### config.mk
export PLATFORM = sky130hd
export DESIGN_NAME = fios_pe_seq
export DESIGN_NICKNAME = d
export VERILOG_FILES = /design/src/rtl/fios_pkg.sv /design/src/rtl/fios_word_mac.sv /design/src/rtl/fios_pe_seq.sv
export SDC_FILE = /design/constraint.sdc
export NUM_CORES = 2
export LEC_CHECK = 0
export CAP_MARGIN = 25
export CORE_ASPECT_RATIO = 1.5
export CORE_MARGIN = 2
export CORE_UTILIZATION = 60
export CTS_CLUSTER_DIAMETER = 30
export CTS_CLUSTER_SIZE = 25
export DETAILED_ROUTE_END_ITERATION = 16
export MAX_ROUTING_LAYER = met4
export PLACE_DENSITY = 0.77
export SYNTH_ARGS = -nofsm -noshare
export SYNTH_HDL_FRONTEND = slang
export SYNTH_SLANG_ARGS = --single-unit
### constraint.sdc
create_clock -name clock_i -period 18.3 [get_ports clock_i]
set_clock_uncertainty 0.05 [all_clocks]
set_input_delay 1.83 -clock clock_i [delete_from_list [all_inputs] [get_ports clock_i]]
set_output_delay 1.83 -clock clock_i [all_outputs]
set_load 0.1 [all_outputs]
### src/rtl/fios_pkg.sv
// Shared types and constants for the self-sequenced FIOS Montgomery PE.
package fios_pkg;

  typedef enum logic [2:0] {
    IDLE,
    MSTEP,
    COL,
    FOLD,
    SUB,
    OUT
  } state_t;

  localparam logic [1:0] SEL_A = 2'd0;
  localparam logic [1:0] SEL_B = 2'd1;
  localparam logic [1:0] SEL_P = 2'd2;

  // Word index width; at least one bit so S=1 still has a legal index port.
  function automatic int idx_w(input int s);
    return (s > 1) ? $clog2(s) : 1;
  endfunction

endpackage

### src/rtl/fios_word_mac.sv
// Word multiply-accumulate: t + a*b + m*p + cin split into a W-bit sum and
// a (W+2)-bit carry. The carry width covers the worst case of all-ones inputs.
module fios_word_mac #(
  parameter int W = 17
) (
  input  logic [W-1:0] t_i,
  input  logic [W-1:0] a_i,
  input  logic [W-1:0] b_i,
  input  logic [W-1:0] m_i,
  input  logic [W-1:0] p_i,
  input  logic [W+1:0] cin_i,
  output logic [W-1:0] sum_o,
  output logic [W+1:0] cout_o
);

  localparam int AW = 2 * W + 2;

  logic [AW-1:0] acc;

  // Full-width accumulation, then split at the word boundary.
  always_comb begin
    acc    = AW'(t_i) + AW'(a_i) * AW'(b_i) + AW'(m_i) * AW'(p_i) + AW'(cin_i);
    sum_o  = acc[W-1:0];
    cout_o = acc[AW-1:W];
  end

endmodule

### src/rtl/fios_pe_seq.sv
// Self-sequenced FIOS Montgomery PE: loads A/B/P word-wise, computes
// A*B*R^-1 mod P (R = 2^(W*S)), optionally subtracts P once, then streams
// the result LS word first over a ready/valid port.
module fios_pe_seq
  import fios_pkg::*;
#(
  parameter int W         = 17,
  parameter int S         = 4,
  parameter int FINAL_SUB = 1,
  parameter int IDX_W     = idx_w(S)  // derived, leave at default
) (
  input  logic             clock_i,
  input  logic             reset_n_i,
  input  logic             load_valid_i,
  output logic             load_ready_o,
  input  logic [1:0]       load_sel_i,
  input  logic [IDX_W-1:0] load_idx_i,
  input  logic [W-1:0]     load_data_i,
  input  logic [W-1:0]     p_prime_0_i,
  input  logic             start_i,
  output logic             busy_o,
  output logic             res_valid_o,
  input  logic             res_ready_i,
  output logic [W-1:0]     res_data_o,
  output logic             res_last_o,
  output logic             done_o
);

  localparam logic [IDX_W-1:0] LAST = IDX_W'(S - 1);
  localparam logic [IDX_W-1:0] ONE  = IDX_W'(1);

  state_t state_q, state_d;

  logic [S-1:0][W-1:0] a_q, b_q, p_q;   // operand storage, not reset
  logic [S-1:0][W-1:0] t_q, d_q;        // running T and T-P
  logic                t_top_q;         // T[S]
  logic [W+1:0]        carry_q;
  logic [W-1:0]        m_q, pp_q;
  logic [IDX_W-1:0]    i_q, j_q;
  logic                borrow_q, sel_t_q, done_q;

  logic [W-1:0]        a_i, x_lo, m_new, mac_t, mac_b, mac_p, mac_m, mac_sum;
  logic [W+1:0]        mac_cin, mac_cout;
  logic [W:0]          fold_y, diff;

  // Operand writes: only while idle, out-of-range index and sel=3 dropped.
  always_ff @(posedge clock_i) begin
    if (state_q == IDLE && load_valid_i && int'(load_idx_i) < S) begin
      case (load_sel_i)
        SEL_A:   a_q[load_idx_i] <= load_data_i;
        SEL_B:   b_q[load_idx_i] <= load_data_i;
        SEL_P:   p_q[load_idx_i] <= load_data_i;
        default: ;
      endcase
    end
  end

  // MSTEP quotient digit, the shared MAC operand mux, fold and subtract terms.
  always_comb begin
    a_i     = a_q[i_q];
    x_lo    = t_q[0] + a_i * b_q[0];
    m_new   = x_lo * pp_q;
    mac_t   = t_q[j_q];
    mac_b   = b_q[j_q];
    mac_p   = p_q[j_q];
    mac_m   = (state_q == MSTEP) ? m_new : m_q;
    mac_cin = (state_q == MSTEP) ? '0 : carry_q;
    fold_y  = carry_q[W:0] + (W+1)'(t_top_q);
    diff    = {1'b0, t_q[j_q]} - {1'b0, p_q[j_q]} - (W+1)'(borrow_q);
  end

  fios_word_mac #(.W(W)) u_mac (
    .t_i    (mac_t),
    .a_i    (a_i),
    .b_i    (mac_b),
    .m_i    (mac_m),
    .p_i    (mac_p),
    .cin_i  (mac_cin),
    .sum_o  (mac_sum),
    .cout_o (mac_cout)
  );

  // State register.
  always_ff @(posedge clock_i or negedge reset_n_i) begin
    if (!reset_n_i) state_q <= IDLE;
    else            state_q <= state_d;
  end

  // Next state and status outputs.
  always_comb begin
    state_d      = state_q;
    load_ready_o = 1'b0;
    busy_o       = 1'b1;
    res_valid_o  = 1'b0;
    res_last_o   = 1'b0;
    res_data_o   = '0;
    done_o       = done_q;
    case (state_q)
      IDLE: begin
        load_ready_o = 1'b1;
        busy_o       = 1'b0;
        if (start_i) state_d = MSTEP;
      end
      MSTEP: state_d = (S == 1) ? FOLD : COL;
      COL:   if (j_q == LAST) state_d = FOLD;
      FOLD: begin
        if (i_q == LAST) state_d = (FINAL_SUB != 0) ? SUB : OUT;
        else             state_d = MSTEP;
      end
      SUB:   if (j_q == LAST) state_d = OUT;
      OUT: begin
        res_valid_o = 1'b1;
        res_last_o  = (j_q == LAST);
        res_data_o  = sel_t_q ? t_q[j_q] : d_q[j_q];
        if (res_ready_i && j_q == LAST) state_d = IDLE;
      end
      default: state_d = IDLE;
    endcase
  end

  // Datapath registers, sequenced by the state.
  always_ff @(posedge clock_i or negedge reset_n_i) begin
    if (!reset_n_i) begin
      t_q      <= '0;
      d_q      <= '0;
      t_top_q  <= 1'b0;
      carry_q  <= '0;
      m_q      <= '0;
      pp_q     <= '0;
      i_q      <= '0;
      j_q      <= '0;
      borrow_q <= 1'b0;
      sel_t_q  <= 1'b0;
      done_q   <= 1'b0;
    end else begin
      done_q <= (state_q == OUT) && res_ready_i && (j_q == LAST);
      case (state_q)
        IDLE: begin
          if (start_i) begin
            pp_q    <= p_prime_0_i;
            t_q     <= '0;
            t_top_q <= 1'b0;
            carry_q <= '0;
            i_q     <= '0;
            j_q     <= '0;
          end
        end
        MSTEP: begin
          // Low word of the sum is zero by choice of m, only the carry moves on.
          m_q     <= m_new;
          carry_q <= mac_cout;
          j_q     <= (S > 1) ? ONE : '0;
        end
        COL: begin
          t_q[j_q - ONE] <= mac_sum;
          carry_q        <= mac_cout;
          j_q            <= (j_q == LAST) ? '0 : j_q + ONE;
        end
        FOLD: begin
          t_q[S-1] <= fold_y[W-1:0];
          t_top_q  <= fold_y[W];
          j_q      <= '0;
          borrow_q <= 1'b0;
          if (i_q == LAST) begin
            i_q     <= '0;
            sel_t_q <= 1'b1;  // unreduced T unless the subtract pass decides
          end else begin
            i_q <= i_q + ONE;
          end
        end
        SUB: begin
          d_q[j_q] <= diff[W-1:0];
          borrow_q <= diff[W];
          if (j_q == LAST) begin
            // T < P exactly when nothing sits in T[S] and T-P borrowed out.
            sel_t_q <= ~t_top_q & diff[W];
            j_q     <= '0;
          end else begin
            j_q <= j_q + ONE;
          end
        end
        OUT: begin
          if (res_ready_i) j_q <= (j_q == LAST) ? '0 : j_q + ONE;
        end
        default: ;
      endcase
    end
  end

endmodule
# Word level (Yosys, flattened, before mapping)
# Index checks and enable logic that the tools add are counted.
[totals]
register_bits = 404
out_inout_bits = 22
wordCells = 148
[op_classes]
n_addsub = 10
multipliers = 4
magnitude_cmp = 7
eq_ne = 15
n_mux = 52
bitwise = 2
reduce_logical = 28
[ops]
columns = ["cell", "count"]
rows = [
  ["$bwmux W68", 5],
  ["$mux W17", 11],
  ["$bmux W17 S2", 5],
  ["$demux W17 S2", 3],
  ["$pmux W51 S2", 1],
  ["$mul A17 B17 Y34", 2],
  ["$mux W68", 1],
  ["$pmux W17 S3", 1],
  ["$mux W19", 2],
  ["$pmux W19 S2", 1],
  ["$add A36 B19 Y36", 1],
  ["$add A36 B34 Y36", 1],
  ["$add A17 B34 Y35", 1],
  ["$mul A17 B17 Y17", 2],
  ["$add A18 B1 Y18", 1],
  ["$pmux W3 S6", 1],
  ["$sub A17 B17 Y18", 1],
  ["$sub A18 B1 Y18", 1],
  ["$add A17 B17 Y17", 1],
  ["$reduce_and A2 Y1", 8],
  ["$mux W3", 5],
  ["$lt A2 B3 Y1 const B", 4],
  ["$ne A2 B2 Y1 const B", 6],
  ["$pmux W2 S5", 1],
  ["other kinds (23)", 52],
]

# Logic depth before layout (Yosys ltp)
[depth]
ltp_word = 11
mapped_depth = 71
depth_no_buf = 65

# Modules after synthesis
# Synthesis repeated with hierarchy kept, for this count alone.
[unflattened]
hier_cells = 4617
area_unflattened_um2 = 47555.6
[by_module_without_submodules]
columns = ["mod", "instances", "cells_each", "area_each_um2"]
rows = [
  ["fios_pe_seq", 1, 2353, 26904.6],
  ["fios_word_mac", 1, 2264, 20651.1],
]

# Worst setup path before layout
# No wires, ideal clock.
[synth_timing]
path_type = "register to register"
start = "register i_q[0]"
end = "register carry_q[16]"
setup_time_ns = 0.066
arrival_time_ns = 16.372
setup_slack_ns = 1.812
stages_incl_launch_ff = 65
synth_period_minus_slack_ns = 16.488
cell_sequence = "dfrtp_1 buf_4 buf_6 mux4_2 clkbuf_1 and2_1 fa_1 inv_1 fa_1 fa_1 inv_1 ha_1 inv_1 fa_1 fa_1 inv_1 ha_1 inv_1 [... 29 more ...] fa_1 fa_1 inv_1 fa_1 inv_1 fa_1 inv_1 ha_1 inv_1 nor2_1 o21ai_0 and2_1 or4_1 a31oi_1 a21oi_1 nand2b_1 a221oi_1 a22o_1"
[synth_via]
elab_chain_len = 10
elab_cells_between_ends = 12
cone_classes = "add/sub (4); mul (4); mux (4)"
[synth_lines]
columns = ["element", "line_no", "text"]
rows = [
  ["start, declared", "fios_pe_seq.sv:39", "logic [IDX_W-1:0] i_q, j_q;"],
  ["start signal, assigned", "fios_pe_seq.sv:168", "i_q <= i_q + ONE;"],
  ["$bmux W17 S2 *", "fios_pe_seq.sv:60", "a_i = a_q[i_q];"],
  ["$mux W17 (not written as such) *", "fios_pe_seq.sv:60", ""],
  ["$mul A17 B17 Y17", "fios_pe_seq.sv:61", "x_lo = t_q[0] + a_i * b_q[0];"],
  ["$add A17 B17 Y17", "fios_pe_seq.sv:61", ""],
  ["$mul A17 B17 Y17", "fios_pe_seq.sv:62", "m_new = x_lo * pp_q;"],
  ["$mux W17", "--", ""],
  ["$mul A17 B17 Y34", "fios_word_mac.sv:22", "acc = AW'(t_i) + AW'(a_i) * AW'(b_i) + AW'(m_i) * AW'(p_i) + AW'(cin_i);"],
  ["$add A36 B34 Y36 *", "fios_word_mac.sv:22", ""],
  ["$add A36 B19 Y36 *", "fios_word_mac.sv:22", ""],
  ["$pmux W19 S2 *", "fios_pe_seq.sv:137", "case (state_q)"],
  ["end signal, assigned", "fios_pe_seq.sv:151", "carry_q <= mac_cout;"],
  ["end signal, assigned", "fios_pe_seq.sv:156", "carry_q <= mac_cout;"],
  ["end, declared", "fios_pe_seq.sv:37", "logic [W+1:0] carry_q;"],
]
# Every way passes the cells marked *; elsewhere a longest branch is shown, timed or not. The select of a mux whose other input is x is not followed.
# A chain may end at the register's enable or synchronous reset.

# Final worst setup path
# Same ends and word-level chain as after synthesis.

==> results.yml <==
routing:
  wire_per_inst_um: 22.20
  routed_via_density: 5.831
  drc: 0
  antenna_left: 0
  drt-total-wl_mm: 129.8
  num_vias: 34090
  drt_pass1_iterations: 7
  drtIter0Drc: 2815
critical_path:
  critical_path_class: "register to register"
  rr_worst_depth: 63
  cp.arrival_ns: 17.95
  crit_cells: 63
  reg2reg_slack_ns: 0.85
  crit_path_frequent_cell: "fa_1"
  path_buf_inv: 14
  end_kind: "register"
  timing.rr.start: "i_q[0]$_DFFE_PN0P_"
  slowest_stage: "mux4_2"
  worstSetupStartpointType: "register"
  cp_top_family: "adder cells"
  startpoint: "i_q[0]$_DFFE_PN0P_"
  cp_max_fo: 16
  crit_path_max_incr_delay_ns: 0.66
  r2r_end: "carry_q[16]$_DFFE_PN0P_"
  cp.required_ns: 18.79
  crit_path_end: "carry_q[16]$_DFFE_PN0P_"
cts:
  ctsRootBufferMaster: "clkbuf_16"
  htree_levels: 3
  clkSinkCount: 404
  tritoncts: "done"
  postCtsSetupRepairBufs: 0
  cts.clk_slew.worst_paths_ns: 0.06
  clock_latency_ns: 0.66
  clock_path_buffers: 3
  cts_made_buffers: 69
grt:
  grt_use_met1_pct: 37.71
  grt_start_max_net_pins: 90
  use_met3_pct: 6.692
  gr-total-overflow: 0
  antenna_found_initial: 2
  grtUsageTotal_pct: 34.84
  grt_pass1_wl_mm: 206.7
  grt.met2_usage_pct: 57.59
  gr-max-usage-layer: "met2"
  grt_pass1_vias: 37620
sta:
  finalMaxSlewViolations: 0
  tns_ns: 0
  max_freq_ghz: 0.05729
  period_minus_slack_ns: 17.45
  rsz0062_at_grt: "false"
  setup_violations: 0
  finalHoldViolCount: 0
  worst_slew_pin_slew_ns: 1.161
  timing.final.crit_share_pct: 95.38
  slew_headroom_pct: 21.77
placed_design:
  hpwl_mm: 102.0
  gp_routability_congestion: 0.9541
  portBuffers: 64
synthesis:
  synth_edf_count: 204
  ys_seq_elements: 404
  synth_cells: 4736
  postSynthAreaPerCell_um2: 9.963
  async_flop_share_pct: 49.50
  ys.warnings.count: 0
  ys.flop_type: "edfxtp_1"
  syn_area_um2: 47190
  synth_fp_nets: 5872
  ys_seq_area_share_pct: 23.59
  ys_types: 69
floorplanning:
  die_w_um: 233.0
  fp.dieArea_um2: 80950
  fp-row-count: 126
  initial_core_util_pct: 60.22
  fp.coreArea_um2: 78350
  die_h_um: 347.5
  pin_count: 65
flow_run:
  maxCapViolCount: 0
hold_path:
  hold_path_class: "register to register"
finish:
  drive_gt1_share_pct: 6.289
  synthToLayoutAreaGrowth_pct: 9.360
  nFillCells: 5890
  layout_commonest_cell: "inv_1"
  final_nets: 5898
  layout_common_cells: "inv_1 (979), nand2_1 (729), fa_1 (724)"
status:
  status: "complete, no violations"
[worst min path at each step]
stage	from	to	slack, ns	depth (start not counted)
5_1_grt	d_q[11]$_DFFE_PN0P_	d_q[11]$_DFFE_PN0P_	0.45	2
3_3_place_gp	d_q[20]$_DFFE_PN0P_	d_q[20]$_DFFE_PN0P_	0.41	2
2_1_floorplan	d_q[34]$_DFFE_PN0P_	d_q[34]$_DFFE_PN0P_	0.39	2
6_report	d_q[44]$_DFFE_PN0P_	d_q[44]$_DFFE_PN0P_	0.42	2
3_5_place_dp	d_q[56]$_DFFE_PN0P_	d_q[56]$_DFFE_PN0P_	0.42	2
4_1_cts	d_q[56]$_DFFE_PN0P_	d_q[56]$_DFFE_PN0P_	0.43	2
[cell families (layout without fill, tap and decap cells)]
| family | after synthesis | in the layout | synth area share, % |
|---|---|---|---|
| flip-flops | 404 | 404 | 23.59 |
| buffers and inverters | 1161 | 1243 | 9.297 |
| adder cells (fa/ha/maj) | 1093 | 1093 | 40.50 |
| multiplexers | 124 | 124 | 4.701 |
| AND/OR/NAND/NOR | 1366 | 1366 | 13.28 |
| AO/OA/AOI/OAI | 426 | 426 | 5.478 |
| other | 0 | 4 | 0 |
| XOR/XNOR | 162 | 162 | 3.153 |
[worst reg2reg max path: cells and delay by family (launching register included)]
kind / cells / cell delay [ns]
adder cells (fa/ha/maj): 19 / 8.68
XOR/XNOR: 11 / 2.70
AO/OA/AOI/OAI: 10 / 2.02
AND/OR/NAND/NOR: 7 / 1.52
buffers and inverters: 14 / 1.13
multiplexers: 2 / 0.84
flip-flops: 1 / 0.38
[metrics by stage]
| step | cells | hold WS, ns | utilization, % | cell area [um^2] | worst slack, ns |
|---|---|---|---|---|---|
| detailed placement | 5710 | 0.4173 | 62.56 | 49020 | 0.6821 |
| floorplan | 4736 | 0.3946 | - | 47190 | 1.812 |
| global route | 5846 | 0.4508 | 65.86 | 51600 | 0.02158 |
| global placement | 5705 | 0.4063 | 62.41 | 48900 | 0.9973 |
| finish | 5846 | 0.4247 | 65.86 | 51600 | 0.8451 |
| CTS | 5837 | 0.4290 | 65.68 | 51460 | 0.6026 |
[state kept, by name, indices dropped and copies added, names as in the netlist, 3 cells and up]
signal and count:
m_q 17, a_q 68, d_q 68, b_q 68, t_q 68, pp_q 17
state_q 3, carry_q 19, p_q 68
[timing repair]
| action | CTS | global route |
|---|---|---|
| hold buffers | 0 | 0 |
| resized for setup | 0 | 4 |
| setup endpoints to repair | 0 | 4 |
[cells in the mapped netlist, types with 22 or more instances]
| cell type | instances | share of area, % |
|---|---|---|
| xnor2_1 | 110 | 2.0 |
| a21o_1 | 48 | 0.76 |
| nand3_1 | 56 | 0.59 |
| nand2b_1 | 33 | 0.44 |
| xor2_1 | 47 | 0.87 |
| fa_1 | 724 | 31 |
| nor2_1 | 155 | 1.2 |
| clkbuf_1 | 142 | 1.1 |
| a21oi_1 | 80 | 0.85 |
| buf_1 | 29 | 0.23 |
| inv_1 | 979 | 7.8 |
| dfrtp_1 | 200 | 11 |
| nand2_1 | 730 | 5.8 |
| nor3_1 | 22 | 0.23 |
| mux2i_1 | 36 | 0.76 |
| ha_1 | 369 | 9.8 |
| and2_1 | 269 | 3.6 |
| o21ai_0 | 176 | 1.9 |
| mux4_2 | 76 | 3.6 |
| edfxtp_1 | 204 | 13 |
| nor2b_1 | 55 | 0.73 |
[cell type report]
cell class / instances / area, um^2 / area share (%)
sequential: 404 / 11140 / 21.58
antenna: 4 / 10.01 / 0.01940
multi-input combinational: 3171 / 31720 / 61.48
tap: 1024 / 1281 / 2.483
timing repair buffer: 132 / 1311 / 2.541
clock buffer: 88 / 1931 / 3.741
inverter: 984 / 3694 / 7.158
clock inverter: 39 / 515.5 / 0.9990
[metal layers]
layer | up-vias | routed length [um] | share of wire [%]
li1 | 14750 | - | -
met1 | 17130 | 43860 | 34
met2 | 1635 | 65250 | 50
met3 | 573 | 10030 | 7.7
met4 | 0 | 10660 | 8.2
met5 | - | 0 | 0
Power is not shown: default switching activity piles up to over one toggle a cycle in this logic, so the estimate is an artifact.
